$ cat src/rtl/game_pkg.sv
// Shared tic-tac-toe definitions: cell and winner codes, FSM states, board
// geometry, the winning-line table and small board access helpers.
package game_pkg;

  localparam int NUM_CELLS = 9;

  localparam logic [1:0] CELL_EMPTY = 2'b00;
  localparam logic [1:0] CELL_X     = 2'b01;
  localparam logic [1:0] CELL_O     = 2'b10;

  localparam logic [1:0] WIN_NONE = 2'b00;
  localparam logic [1:0] WIN_X    = 2'b01;
  localparam logic [1:0] WIN_O    = 2'b10;
  localparam logic [1:0] WIN_DRAW = 2'b11;

  typedef enum logic [2:0] {
    ST_IDLE      = 3'd0,
    ST_WAIT_MOVE = 3'd1,
    ST_APPLY     = 3'd2,
    ST_CHECK     = 3'd3,
    ST_DONE      = 3'd4
  } state_e;

  // Three rows, three columns, two diagonals.
  localparam logic [3:0] WIN_LINES [0:7][0:2] = '{
    '{4'd0, 4'd1, 4'd2},
    '{4'd3, 4'd4, 4'd5},
    '{4'd6, 4'd7, 4'd8},
    '{4'd0, 4'd3, 4'd6},
    '{4'd1, 4'd4, 4'd7},
    '{4'd2, 4'd5, 4'd8},
    '{4'd0, 4'd4, 4'd8},
    '{4'd2, 4'd4, 4'd6}
  };

  function automatic logic [1:0] cell_at(input logic [17:0] cells, input logic [3:0] idx);
    logic [1:0] code;
    case (idx)
      4'd0:    code = cells[1:0];
      4'd1:    code = cells[3:2];
      4'd2:    code = cells[5:4];
      4'd3:    code = cells[7:6];
      4'd4:    code = cells[9:8];
      4'd5:    code = cells[11:10];
      4'd6:    code = cells[13:12];
      4'd7:    code = cells[15:14];
      4'd8:    code = cells[17:16];
      default: code = CELL_EMPTY;
    endcase
    return code;
  endfunction

  function automatic logic [17:0] set_cell(input logic [17:0] cells, input logic [3:0] idx,
                                           input logic [1:0] code);
    logic [17:0] r;
    r = cells;
    case (idx)
      4'd0:    r[1:0]   = code;
      4'd1:    r[3:2]   = code;
      4'd2:    r[5:4]   = code;
      4'd3:    r[7:6]   = code;
      4'd4:    r[9:8]   = code;
      4'd5:    r[11:10] = code;
      4'd6:    r[13:12] = code;
      4'd7:    r[15:14] = code;
      4'd8:    r[17:16] = code;
      default: r = cells;
    endcase
    return r;
  endfunction

  function automatic logic board_full(input logic [17:0] cells);
    logic full;
    full = 1'b1;
    for (int i = 0; i < NUM_CELLS; i++) begin
      if (cells[2*i +: 2] == CELL_EMPTY) full = 1'b0;
    end
    return full;
  endfunction

endpackage

$ cat src/rtl/win_detector.sv
// Combinational three-in-a-row detector: win is high when any of the eight
// lines holds the given mark in all three cells.
module win_detector
  import game_pkg::*;
(
  input  logic [17:0] Cells,
  input  logic [1:0]  mark,
  output logic        win
);

  // Scan every winning line for three matching marks
  always_comb begin
    win = 1'b0;
    for (int l = 0; l < 8; l++) begin
      if ((mark != CELL_EMPTY) &&
          (cell_at(Cells, WIN_LINES[l][0]) == mark) &&
          (cell_at(Cells, WIN_LINES[l][1]) == mark) &&
          (cell_at(Cells, WIN_LINES[l][2]) == mark)) begin
        win = 1'b1;
      end else begin
        win = win;
      end
    end
  end

endmodule

$ cat src/rtl/move_applier.sv
// Tic-tac-toe move applier: accepts moves, updates the board, detects win/draw.
// Optional turn timer is built when MOVE_APPLIER_TURN_TIMER_EN is defined.
module move_applier
  import game_pkg::*;
#(
  parameter logic [31:0] TURN_CYCLES = 32'd500000000
) (
  input  logic        clk,
  input  logic        Reset,
  input  logic        start,
  input  logic        move_valid,
  input  logic [3:0]  move,
  output logic        move_ready,
  output logic        timeout,
  output logic [17:0] Cells,
  output logic        player,
  output logic [1:0]  winner,
  output logic        game_over,
  output logic        move_error
);

  state_e      state_q, state_d;
  logic [17:0] cells_q, cells_d;
  logic        player_q, player_d;
  logic [1:0]  winner_q, winner_d;
  logic [3:0]  move_q, move_d;
  logic        error_q, error_d;
  logic        ready_q, over_q;

  logic [1:0]  mark_s;
  logic        legal_s;
  logic        win_s;

  assign mark_s  = {player_q, ~player_q};
  assign legal_s = (move_q <= 4'd8) && (cell_at(cells_q, move_q) == CELL_EMPTY);

  win_detector u_win_detector (
    .Cells (cells_q),
    .mark  (mark_s),
    .win   (win_s)
  );

  // Next-state and board update; start overrides whatever the FSM is doing
  always_comb begin
    state_d  = state_q;
    cells_d  = cells_q;
    player_d = player_q;
    winner_d = winner_q;
    move_d   = move_q;
    error_d  = 1'b0;
    if (start) begin
      state_d  = ST_WAIT_MOVE;
      cells_d  = 18'd0;
      player_d = 1'b0;
      winner_d = WIN_NONE;
    end else begin
      case (state_q)
        ST_IDLE: state_d = ST_IDLE;
        ST_WAIT_MOVE: begin
          if (move_valid) begin
            move_d  = move;
            state_d = ST_APPLY;
          end else begin
            state_d = ST_WAIT_MOVE;
          end
        end
        ST_APPLY: begin
          if (legal_s) begin
            cells_d = set_cell(cells_q, move_q, mark_s);
            state_d = ST_CHECK;
          end else begin
            error_d = 1'b1;
            state_d = ST_WAIT_MOVE;
          end
        end
        ST_CHECK: begin
          if (win_s) begin
            winner_d = mark_s;
            state_d  = ST_DONE;
          end else if (board_full(cells_q)) begin
            winner_d = WIN_DRAW;
            state_d  = ST_DONE;
          end else begin
            player_d = ~player_q;
            state_d  = ST_WAIT_MOVE;
          end
        end
        ST_DONE: state_d = ST_DONE;
        default: state_d = ST_IDLE;
      endcase
    end
  end

  // Game state registers; handshake outputs are registered from the next state
  always_ff @(posedge clk or posedge Reset) begin
    if (Reset) begin
      state_q  <= ST_IDLE;
      cells_q  <= 18'd0;
      player_q <= 1'b0;
      winner_q <= WIN_NONE;
      move_q   <= 4'd0;
      error_q  <= 1'b0;
      ready_q  <= 1'b0;
      over_q   <= 1'b0;
    end else begin
      state_q  <= state_d;
      cells_q  <= cells_d;
      player_q <= player_d;
      winner_q <= winner_d;
      move_q   <= move_d;
      error_q  <= error_d;
      ready_q  <= (state_d == ST_WAIT_MOVE);
      over_q   <= (state_d == ST_DONE);
    end
  end

`ifdef MOVE_APPLIER_TURN_TIMER_EN
  logic [31:0] timer_q, timer_d;
  logic        timeout_q, timeout_d;

  // Turn timer: runs only while waiting with no offer, so an offer on the expiry cycle wins
  always_comb begin
    timer_d   = timer_q;
    timeout_d = 1'b0;
    if (start) begin
      timer_d = TURN_CYCLES;
    end else if ((state_q == ST_CHECK) && (state_d == ST_WAIT_MOVE)) begin
      timer_d = TURN_CYCLES;
    end else if ((state_q == ST_WAIT_MOVE) && !move_valid) begin
      if (timer_q <= 32'd1) begin
        timer_d   = TURN_CYCLES;
        timeout_d = 1'b1;
      end else begin
        timer_d = timer_q - 32'd1;
      end
    end else begin
      timer_d = timer_q;
    end
  end

  // Timer and timeout pulse registers
  always_ff @(posedge clk or posedge Reset) begin
    if (Reset) begin
      timer_q   <= TURN_CYCLES;
      timeout_q <= 1'b0;
    end else begin
      timer_q   <= timer_d;
      timeout_q <= timeout_d;
    end
  end

  assign timeout = timeout_q;
`else
  // No timer in this build; the parameter is kept so both builds share one interface.
  assign timeout = (TURN_CYCLES == 32'd0) & 1'b0;
`endif

  assign move_ready = ready_q;
  assign game_over  = over_q;
  assign move_error = error_q;
  assign Cells      = cells_q;
  assign player     = player_q;
  assign winner     = winner_q;

endmodule
$ cat config.mk
export PLATFORM = sky130hd
export DESIGN_NAME = move_applier
export DESIGN_NICKNAME = d
export VERILOG_FILES = /design/src/rtl/game_pkg.sv /design/src/rtl/win_detector.sv /design/src/rtl/move_applier.sv
export SDC_FILE = /design/constraint.sdc
export NUM_CORES = 1
export LEC_CHECK = 0
export ABC_CLOCK_PERIOD_IN_PS = 5700
export BUFFER_PORTS_ARGS = -buffer_cell sky130_fd_sc_hd__buf_4
export CORE_MARGIN = 2
export CORE_UTILIZATION = 40
export DETAILED_ROUTE_END_ITERATION = 10
export HOLD_SLACK_MARGIN = 0.08
export REMOVE_ABC_BUFFERS = 1
export SKIP_LAST_GASP = 1
export SYNTH_ARGS = -nofsm -noshare
export SYNTH_HDL_FRONTEND = slang
export SYNTH_SLANG_ARGS = --single-unit
$ cat constraint.sdc
create_clock -name clk -period 5.7 [get_ports clk]
set_input_delay 0.57 -clock clk [delete_from_list [all_inputs] [get_ports clk]]
set_output_delay 0.57 -clock clk [all_outputs]
set_load 0.02 [all_outputs]
Word-level counts from Yosys, hierarchy flattened
Index checks and enable logic that the tools add are counted.

word-level totals
  register bits after elaboration = 31
  input bits = 8
  output and inout bits = 25
  word-level logic and storage cells = 147

operators by class
  $lt $le $gt $ge = 1
  eq/ne operators = 25
  muxes and demuxes = 50
  bitwise operators = 2
  reductions and logical operators = 53

operators with widths
  kind                number
  $mux 18             3
  $reduce_and 3->1    11
  $mux 2              15
  $mux 1              27
  $reduce_bool 2->1   12
  $logic_not 2->1     10
  $eq 2x2->1          9
  $pmux 2 s9          1
  $logic_and 1x1->1   17
  $eq 4x3->1 const B  4
  $pmux 3 s4          1
  $mux 3              3
  $eq 4x2->1 const B  2
  $eq 3x1->1 const B  2
  $eq 3x2->1 const B  2
  $eq 3x3->1 const B  2
  $eq 4x1->1 const B  1
  $eq 4x4->1 const B  1
  $le 4x4->1 const B  1
  $logic_not 4->1     1
  $ne 2x2->1 const B  2
  $reduce_bool 3->1   1
  $not 1->1           2
  $reduce_and 2->1    1

Depth between registers and ports, before layout
Gate-level depths: netlist of run 1.

  depth after elaboration = 20
  depth in mapped cells = 8
  gate-level depth less buffers = 6

By module
From an unflattened synthesis of run 1, not the netlist that was laid out.

second synthesis, totals
  cell total of the unflattened synthesis = 210
  area total of the unflattened synthesis = 1956.9 µm²

modules (own cells, without submodules)
  module        times used  cells an instance  area an instance (µm²)  sequential area each (µm²)
  move_applier  1           152                1536.5                  775.7
  win_detector  1           58                 420.4                   0.0

Least setup slack after synthesis of run 1
No wires, ideal clock.

  kind = register -> register
  start = register player_q, in the netlist player
  end = register player_q, in the netlist player
  setup time = 78 ps
  arrival time = 1993 ps
  required time = 5622 ps
  path slack = 3629 ps
  cell stages (with the launch flop) = 8
  buffers on the path = 1
  period minus slack after synthesis = 2071 ps
  cell sequence = dfrtp_1 > buf_6 > and3b_4 > a22o_1 > nor4_2 > o2111ai_2 > or4_1 > a21oi_1

on the way
  word-level cells in the longest chain between the ends = 14
  elaborated cells between the ends (all ways) = 40
  those cells by class = 10 x eq/ne; 12 x mux; 1 x bitwise; 17 x reduce/logical

ends and longest elaborated chain
  what                                  RTL line                                RTL
  start, declared                       move_applier.sv:24                      logic player_q, player_d;
  start signal, assigned                move_applier.sv:108                     player_q <= player_d;
  $not 1->1                             move_applier.sv:34, move_applier.sv:84
  $eq 2x2->1, on equally long branches  win_detector.sv:16, win_detector.sv:17
  $logic_and 1x1->1                     win_detector.sv:16                      (cell_at(Cells, WIN_LINES[l][0]) == mark) &&
  $logic_and 1x1->1                     win_detector.sv:17                      (cell_at(Cells, WIN_LINES[l][1]) == mark) &&
  $mux 1 (8 in a row)                   win_detector.sv:15                      if ((mark != CELL_EMPTY) &&
  $ne 2x2->1 (no source line)           n/a
  $reduce_and 3->1 (no source line)     n/a

Parallel ways exist; a longest one is shown, timed or not. The select of a mux whose other input is x is not followed.
A chain may end at the register's enable or synchronous reset.

Final worst setup path of run 1
  start = register player_q, in the netlist player
  end = register winner_q[0], in the netlist winner[0]

on the way
  word-level cells in the longest chain between the ends = 15
  elaborated cells between the ends (all ways) = 39
  those cells by class = 9 x eq/ne; 11 x mux; 1 x bitwise; 18 x reduce/logical

ends and longest elaborated chain
  what                                  RTL line                                RTL
  $not 1->1                             move_applier.sv:34                      assign mark_s = {player_q, ~player_q};
  $eq 2x2->1, on equally long branches  win_detector.sv:16, win_detector.sv:17
  $logic_and 1x1->1                     win_detector.sv:16
  $logic_and 1x1->1                     win_detector.sv:17
  $mux 1 (8 in a row)                   win_detector.sv:15
  $mux 2                                move_applier.sv:77                      if (win_s) begin
  $mux 2                                move_applier.sv:57                      case (state_q)
  $mux 2                                move_applier.sv:51                      if (start) begin
  end signal, assigned                  move_applier.sv:109                     winner_q <= winner_d;
  end, declared                         move_applier.sv:25                      logic [1:0] winner_q, winner_d;

Parallel ways exist; a longest one is shown, timed or not. The select of a mux whose other input is x is not followed.

==> reports/qor.csv, run 1 <==
metric,value,unit
final count of hold timing violations,0,
number of global-route vias before repair,1584,
Fmax achieved,443,MHz
unrepaired setup endpoints after global routing,false,
number of synthesized flops with an enable pin,0,
DR vias/cell,5.85,
final antenna-violating net count,0,
Pre-antenna DRT Iters,5,
data required time of the worst path,5.87,ns
fraction of power consumed by the clock network,33.7,%
worst slew slack as a fraction of its limit,65.1,%
P per Cell Area,248,nW/um^2
Vert. Die Dim,69.7,microns
most frequently used cell type in the post-synthesis netlist,sky130_fd_sc_hd__dfrtp_1,
main flop type after synthesis,sky130_fd_sc_hd__dfrtp_1,
Hold Path Class,primary input to async pin,
number of slew-limit violations in the final report,0,
nature of the critical path endpoint,flop,
FF-to-FF path depth,6,
Routability Congestion,0.913,
clock buffer count from CTS,5,
sequential cell area fraction in the yosys report,45.0,%
setup-violating endpoint count in the final report,0,
standard-cell row count,23,
flip-flop and latch count after synthesis,31,
Port-buffer cells,31,
cell types with the highest counts after synthesis,"sky130_fd_sc_hd__dfrtp_1 (31), sky130_fd_sc_hd__o22ai_1 (23), sky130_fd_sc_hd__inv_1 (22)",
startpoint types,flop,
# Max-Cap Violations,0,
First DRT Iteration DRCs,149,
CP max-delay cell,sky130_fd_sc_hd__dfrtp_1,
wire length of the first global-routing pass,7730,microns
post-route cell area,2070,sq um
"Clk pin slew, worst setup/hold paths",0.06,ns
Avg Synthesized Cell Area,9.17,sq um
die area,4850,sq um
static leakage,0.867,nW
peak fanout along the critical path,19,
number of buffers inserted to repair setup after CTS,0,
startpoint of the most critical register-to-register path,player,
TritonCTS clock tree,done,
count of different cell masters after synthesis,42,
final period demand of the worst path,2.26,ns
Peak supply drop,134,uV
post-synth top area share,45.0,%
count of synthesis-stage warnings from yosys,0,
Flop pwr share,49.6,%
delay contributed by the slowest stage of the critical path,0.57,ns
share of power burned in combinational logic,16.7,%
worst r2r dst,winner[0],
switching share of total power,29.2,%
wire length per cell,16.6,microns
"setup slack, reg-to-reg",3.44,ns
cell type with the largest total area after synthesis,sky130_fd_sc_hd__dfrtp_1,
global route overflow,0,
Cell Int Power,0.363,mW
largest net degree at the start of global routing,32,
post-detailed-route DRC marker count,0,
root buffer cell,sky130_fd_sc_hd__clkbuf_8,
worst setup path class,flop to flop,
synth-to-layout area growth,20.0,%
count of instances resized after the clock tree is built,0,
switching power of the nets,0.149,mW
total half-perimeter wirelength after legalization and detailed placement,3250,microns
number of nets in the final layout,226,
Placed Instance Area,1980,sq um
placeable core region,4090,sq um
htree depth,2,
IO Count,33,
number of antenna violations at the first check in global routing,0,
worst-path cell chain,or3b_2 -> nor3_1 -> nor4_2 -> o2111ai_2 -> o21bai_2 -> a221oi_1,
Post-Route Setup TNS,0,ns
leading post-synthesis cells by cell area,"sky130_fd_sc_hd__dfrtp_1 (45%), sky130_fd_sc_hd__o22ai_1 (8.3%), sky130_fd_sc_hd__inv_1 (4.8%)",
layout cells sized above 1,24.3,%
number of vias after detailed routing,1569,
status,"finished, final reports clean",
post-synthesis instance area,1720,sq um
total global-route track usage,20.0,%
clk_skew,0.00339,ns
total wire length,4440,microns
arrival time reported for the critical path endpoint,2.43,ns
number of instances in the synthesized netlist,188,
n_diodes,0,
transition time at the pin with the least slew margin,0.523,ns
Post-CTS Hold Fix Bufs,0,
count of clock tree sinks,31,
Die X-Extent,69.7,microns
maximum buffer depth of the clock tree,2,
later-pin clock latency in the skew report,0.28,ns
share of the clock period used by the worst path after layout,39.6,%
initial standard-cell utilization of the core,42.2,%
Async SR Flop Fraction,100,%
-- worst max-delay path, delay by kind of cell, from the launching register on --
| family | cells | cell delay [ns] |
|---|---|---|
| AOI/OAI and AO/OA | 3 | 0.76 |
| and+or+nand+nor | 3 | 0.83 |
| DFF | 1 | 0.57 |
-- cells in the final DEF (no fill, tap or decap), types with 2 or more instances in the layout --
| cell | synthesis | routed |
|---|---|---|
| sky130_fd_sc_hd__dfrtp_1 | 31 | 31 |
| sky130_fd_sc_hd__clkbuf_8 | 0 | 6 |
| sky130_fd_sc_hd__or4_1 | 2 | 2 |
| sky130_fd_sc_hd__nand2b_1 | 7 | 7 |
| sky130_fd_sc_hd__a221oi_1 | 2 | 2 |
| sky130_fd_sc_hd__inv_1 | 22 | 22 |
| sky130_fd_sc_hd__or2_2 | 2 | 2 |
| sky130_fd_sc_hd__o311ai_0 | 2 | 2 |
| sky130_fd_sc_hd__nor2b_1 | 5 | 5 |
| sky130_fd_sc_hd__nor3_1 | 7 | 7 |
| sky130_fd_sc_hd__or3b_2 | 3 | 3 |
| sky130_fd_sc_hd__o22ai_1 | 23 | 23 |
| sky130_fd_sc_hd__nand3_1 | 5 | 5 |
| sky130_fd_sc_hd__nand3b_1 | 5 | 5 |
| sky130_fd_sc_hd__o32ai_1 | 2 | 2 |
| sky130_fd_sc_hd__nor3b_1 | 2 | 2 |
| sky130_fd_sc_hd__buf_4 | 1 | 32 |
| sky130_fd_sc_hd__a21oi_1 | 8 | 8 |
| sky130_fd_sc_hd__nand2_1 | 6 | 6 |
| sky130_fd_sc_hd__and3_1 | 2 | 2 |
| sky130_fd_sc_hd__or3_1 | 2 | 2 |
| sky130_fd_sc_hd__mux2_2 | 3 | 3 |
| sky130_fd_sc_hd__o31ai_1 | 3 | 3 |
| sky130_fd_sc_hd__o21ai_0 | 3 | 3 |
| sky130_fd_sc_hd__o21a_1 | 2 | 2 |
| sky130_fd_sc_hd__nor2_1 | 15 | 15 |
-- logic make-up (layout without fill, tap and decap cells) --
logic type / after synthesis / in the layout / synth area share (%)
buffers and inverters: 31 / 61 / 7.40
AO/OA/AOI/OAI: 53 / 53 / 21.3
AND/OR/NAND/NOR: 69 / 69 / 24.2
multiplexers: 3 / 3 / 1.96
other: 1 / 1 / 0.217
flip-flops: 31 / 31 / 45.0
-- power groups by stage --
stage	Combinational [mW]	Sequential, mW	Clock, mW
final	0.0855	0.254	0.173
after detailed placement	0.0858	0.258	0
after CTS	0.0861	0.254	0.180
after floorplan	0.0578	0.254	0
after global routing	0.0963	0.258	0.190
after global placement	0.0830	0.257	0
-- routing by layer --
layer / vias up / routed length, microns / global-route usage (%)
li1: 737 / - / -
met1: 769 / 2040 / 27.2
met2: 57 / 2030 / 29.7
met3: 6 / 287 / 5.52
met4: 0 / 76 / 8.55
met5: - / 0 / 0
-- metrics by stage --
stage | std cells | util, % | setup slack [ns] | hold WS, ns | power (mW)
after global routing | 268 | 50.6 | 3.22 | 0.406 | 0.545
after detailed placement | 261 | 48.5 | 3.44 | 0.533 | 0.344
final | 268 | 50.6 | 3.44 | 0.378 | 0.513
after CTS | 268 | 50.6 | 3.43 | 0.386 | 0.521
after floorplan | 179 | - | 3.57 | 0.549 | 0.312
after global placement | 261 | 48.5 | 3.53 | 0.537 | 0.340
-- layout make-up --
| cell class | count | area (sq um) |
|---|---|---|
| sequential | 31 | 776 |
| fill | 400 | 2020 |
| inverter | 22 | 82.6 |
| clock inverter | 1 | 5.00 |
| clock buffer | 6 | 82.6 |
| multi-input combinational | 126 | 821 |
| timing repair buffer | 32 | 240 |
| tap | 50 | 62.6 |
-- state kept, by name (all words and copies together) (netlist names) --
register    cells
Cells          18
game_over       1
move_error      1
move_q          4
move_ready      1
player          1
state_q         3
winner          2
-- worst max path at each step --
stage | startpoint | to | depth (start not counted)
3_5_place_dp | player | winner[0] | 6
3_3_place_gp | player | player | 6
5_1_grt | player | winner[0] | 6
4_1_cts | player | winner[0] | 6
6_report | player | winner[0] | 6
2_1_floorplan | player | player | 6
Note: power is estimated with default switching activity, not from simulation.
==> run 2, diff against run 1 <==
- ABC_AREA: unset -> 1
- ABC_CLOCK_PERIOD_IN_PS: 5700 -> 1900
- clock period: 5.7 -> 1.9 ns (I/O delays scaled with it)
==> reports/qor.csv, run 2 <==
metric,value,unit,change
arrival time reported for the critical path endpoint,1.86,ns,-0.57 ns
placeable core region,4720,sq um,+16%
placed cell count,383,,+47%
synth-to-layout area growth,21.9,%,
wire length per cell,12.1,microns,-27%
Fmax achieved,594,MHz,+34%
peak fanout along the critical path,11,,-8
"Clk pin slew, worst setup/hold paths",0.06,ns,about the same
status,"finished, final reports clean",,
most repeated library cell on the critical path,sky130_fd_sc_hd__nand2_1,,
count of instances resized after the clock tree is built,0,,unchanged
TritonCTS clock tree,done,,
initial standard-cell utilization of the core,41.6,%,-0.58 points
First DRT Iteration DRCs,130,,-13%
clock buffer count from CTS,5,,unchanged
final count of hold timing violations,0,,unchanged
Vert. Die Dim,74.1,microns,+6.4%
main flop type after synthesis,sky130_fd_sc_hd__dfrtp_1,,
nature of the critical path endpoint,flop,,
Peak supply drop,553,uV,+310%
final worst slack,0.216,ns,-3.23 ns
share of the clock period used by the worst path after layout,88.6,%,+49 points
number of vias after detailed routing,1863,,+19%
count of synthesis-stage warnings from yosys,0,,unchanged
# Max-Cap Violations,0,,unchanged
total wire length,4720,microns,+6.5%
post-detailed-route DRC marker count,0,,unchanged
data required time of the worst path,2.07,ns,-3.80 ns
standard-cell row count,25,,+8.7%
number of slew-limit violations in the final report,0,,unchanged
FF-to-FF path depth,13,,+7
number of nets in the final layout,332,,+47%
"setup slack, reg-to-reg",0.22,ns,-3.23 ns
worst-path cell chain,buf_4 -> nand2_1 -> nand2_1 -> nor2_1 -> nand2_1 -> nand2_1 -> nand2_1 -> nand2_1 -> nor2_4 -> nand4_2 -> nand3_2 -> nand2_1 -> inv_1,,
delay contributed by the slowest stage of the critical path,0.43,ns,-0.14 ns
IO Count,33,,unchanged
Port-buffer cells,31,,unchanged
Placed Instance Area,2310,sq um,+17%
global route overflow,0,,unchanged
number of antenna violations at the first check in global routing,0,,unchanged
worst r2r dst,move_ready,,
count of different cell masters after synthesis,31,,-26%
sequential cell area fraction in the yosys report,39.5,%,-5.5 points
setup-violating endpoint count in the final report,0,,unchanged
total global-route track usage,19.0,%,-0.92 points
P per Cell Area,1190,nW/um^2,+380%
unrepaired setup endpoints after global routing,false,,
count of clock tree sinks,31,,unchanged
most frequent cells in the layout,"sky130_fd_sc_hd__nand2_1 (97), sky130_fd_sc_hd__buf_4 (41), sky130_fd_sc_hd__dfrtp_1 (31), sky130_fd_sc_hd__nor2_1 (27), sky130_fd_sc_hd__inv_1 (25)",,
die area,5490,sq um,+13%
wire length of the first global-routing pass,8000,microns,+3.5%
Pre-antenna DRT Iters,4,,-1
post-synth top area share,39.5,%,-5.5 points
number of flip-flops in the largest register,18,,unchanged
cell type with the largest total area after synthesis,sky130_fd_sc_hd__dfrtp_1,,
final antenna-violating net count,0,,unchanged
post-route cell area,2400,sq um,+16%
root buffer cell,sky130_fd_sc_hd__clkbuf_8,,
number of synthesized flops with an enable pin,0,,unchanged
static leakage,1.25,nW,+44%
flip-flop and latch count after synthesis,31,,unchanged
layout cells sized above 1,23.5,%,-0.78 points
startpoint types,flop,,
Avg Synthesized Cell Area,7.00,sq um,-24%
total half-perimeter wirelength after legalization and detailed placement,3580,microns,+10%
Async SR Flop Fraction,100,%,unchanged
"non-filler cells, final",390,,+46%
n_diodes,0,,unchanged
maximum buffer depth of the clock tree,2,,unchanged
htree depth,2,,unchanged
Die X-Extent,74.1,microns,+6.4%
cell types with the highest counts after synthesis,"sky130_fd_sc_hd__nand2_1 (97), sky130_fd_sc_hd__dfrtp_1 (31), sky130_fd_sc_hd__nor2_1 (27)",,
"leading cell type in the layout, fill and taps excluded",sky130_fd_sc_hd__nand2_1,,
Routability Congestion,0.951,,+4.3%
worst hold slack,0.0966,ns,-0.282 ns
Hold Path Class,primary input to flop,,
post-synthesis instance area,1970,sq um,+14%
WHS Path Cells,2,,
CP max-delay cell,sky130_fd_sc_hd__dfrtp_1,,
Post-CTS Hold Fix Bufs,1,,+1
worst setup path class,flop to flop,,
number of global-route vias before repair,1696,,+7.1%
end point of the most critical hold path,game_over,,
number of instances in the synthesized netlist,281,,+49%
launch instance of the worst min-delay path,start,,
leading post-synthesis cells by cell area,"sky130_fd_sc_hd__dfrtp_1 (39%), sky130_fd_sc_hd__nand2_1 (19%), sky130_fd_sc_hd__nor2_1 (5.2%)",,
clk_skew,0.00737,ns,+0.00398 ns
largest net degree at the start of global routing,32,,unchanged
placement-stage worst setup slack,0.237,ns,-3.20 ns
most frequently used cell type in the post-synthesis netlist,sky130_fd_sc_hd__nand2_1,,
later-pin clock latency in the skew report,0.28,ns,about the same
startpoint of the most critical register-to-register path,player,,
Post-Route Setup TNS,0,ns,unchanged
DR vias/cell,4.78,,-18%
number of buffers inserted to repair setup after CTS,0,,unchanged
final period demand of the worst path,1.68,ns,-0.574 ns
## run 2: power by group
part	leakage (nW)	internal (mW)	switching, mW
registers	0.399	0.803	0.180
clock network	0.0371	0.244	0.231
logic	0.815	0.533	0.867
total	1.25	1.58	1.28
## run 2: worst max-delay path by stage
| stage | slack (ns) | start | endpoint |
|---|---|---|---|
| floorplan | 0.15 | player | winner[0] |
| global placement | 0.24 | move_q[2] | Cells[2] |
| detailed placement | 0.24 | player | state_q[2] |
| CTS | 0.21 | move_q[2] | Cells[2] |
| global route | 0.02 | state_q[2] | Cells[16] |
| finish | 0.22 | player | move_ready |
## run 2: through the flow
stage               utilization (%)  total power [mW]
global route                   50.7              3.10
global placement               49.0              2.39
floorplan                         -              1.90
finish                         50.7              2.86
CTS                            50.7              2.88
detailed placement             49.0              2.39
## run 2: kinds of logic after synthesis
kind of cell    after synthesis  synth area share, %
simple gates                166                 37.5
flops                        31                 39.5
other cells                   1                0.191
buf+inv                      38                 9.42
mux                           1                0.573
compound gates               44                 12.9
## run 2: critical path: cells and delay by family (launching register included)
family,cells,cell delay [ns]
and+or+nand+nor,11,0.92
buffers and inverters,2,0.23
DFF,1,0.43
## run 2: cell type report
cell class / instances / area [sq um]
fillers: 511 / 2330
multi-input cells: 212 / 1000
flip-flops and latches: 31 / 776
repair buffers: 43 / 338
inverters: 31 / 121
well taps: 67 / 83.8
clock buffers: 6 / 72.6
## run 2: layer usage
metal	vias up	GRT usage, %	wire length [microns]
li1	972	-	-
met1	838	26.3	2340
met2	43	29.5	2060
met3	10	3.52	211
met4	0	7.88	111
met5	-	0	0
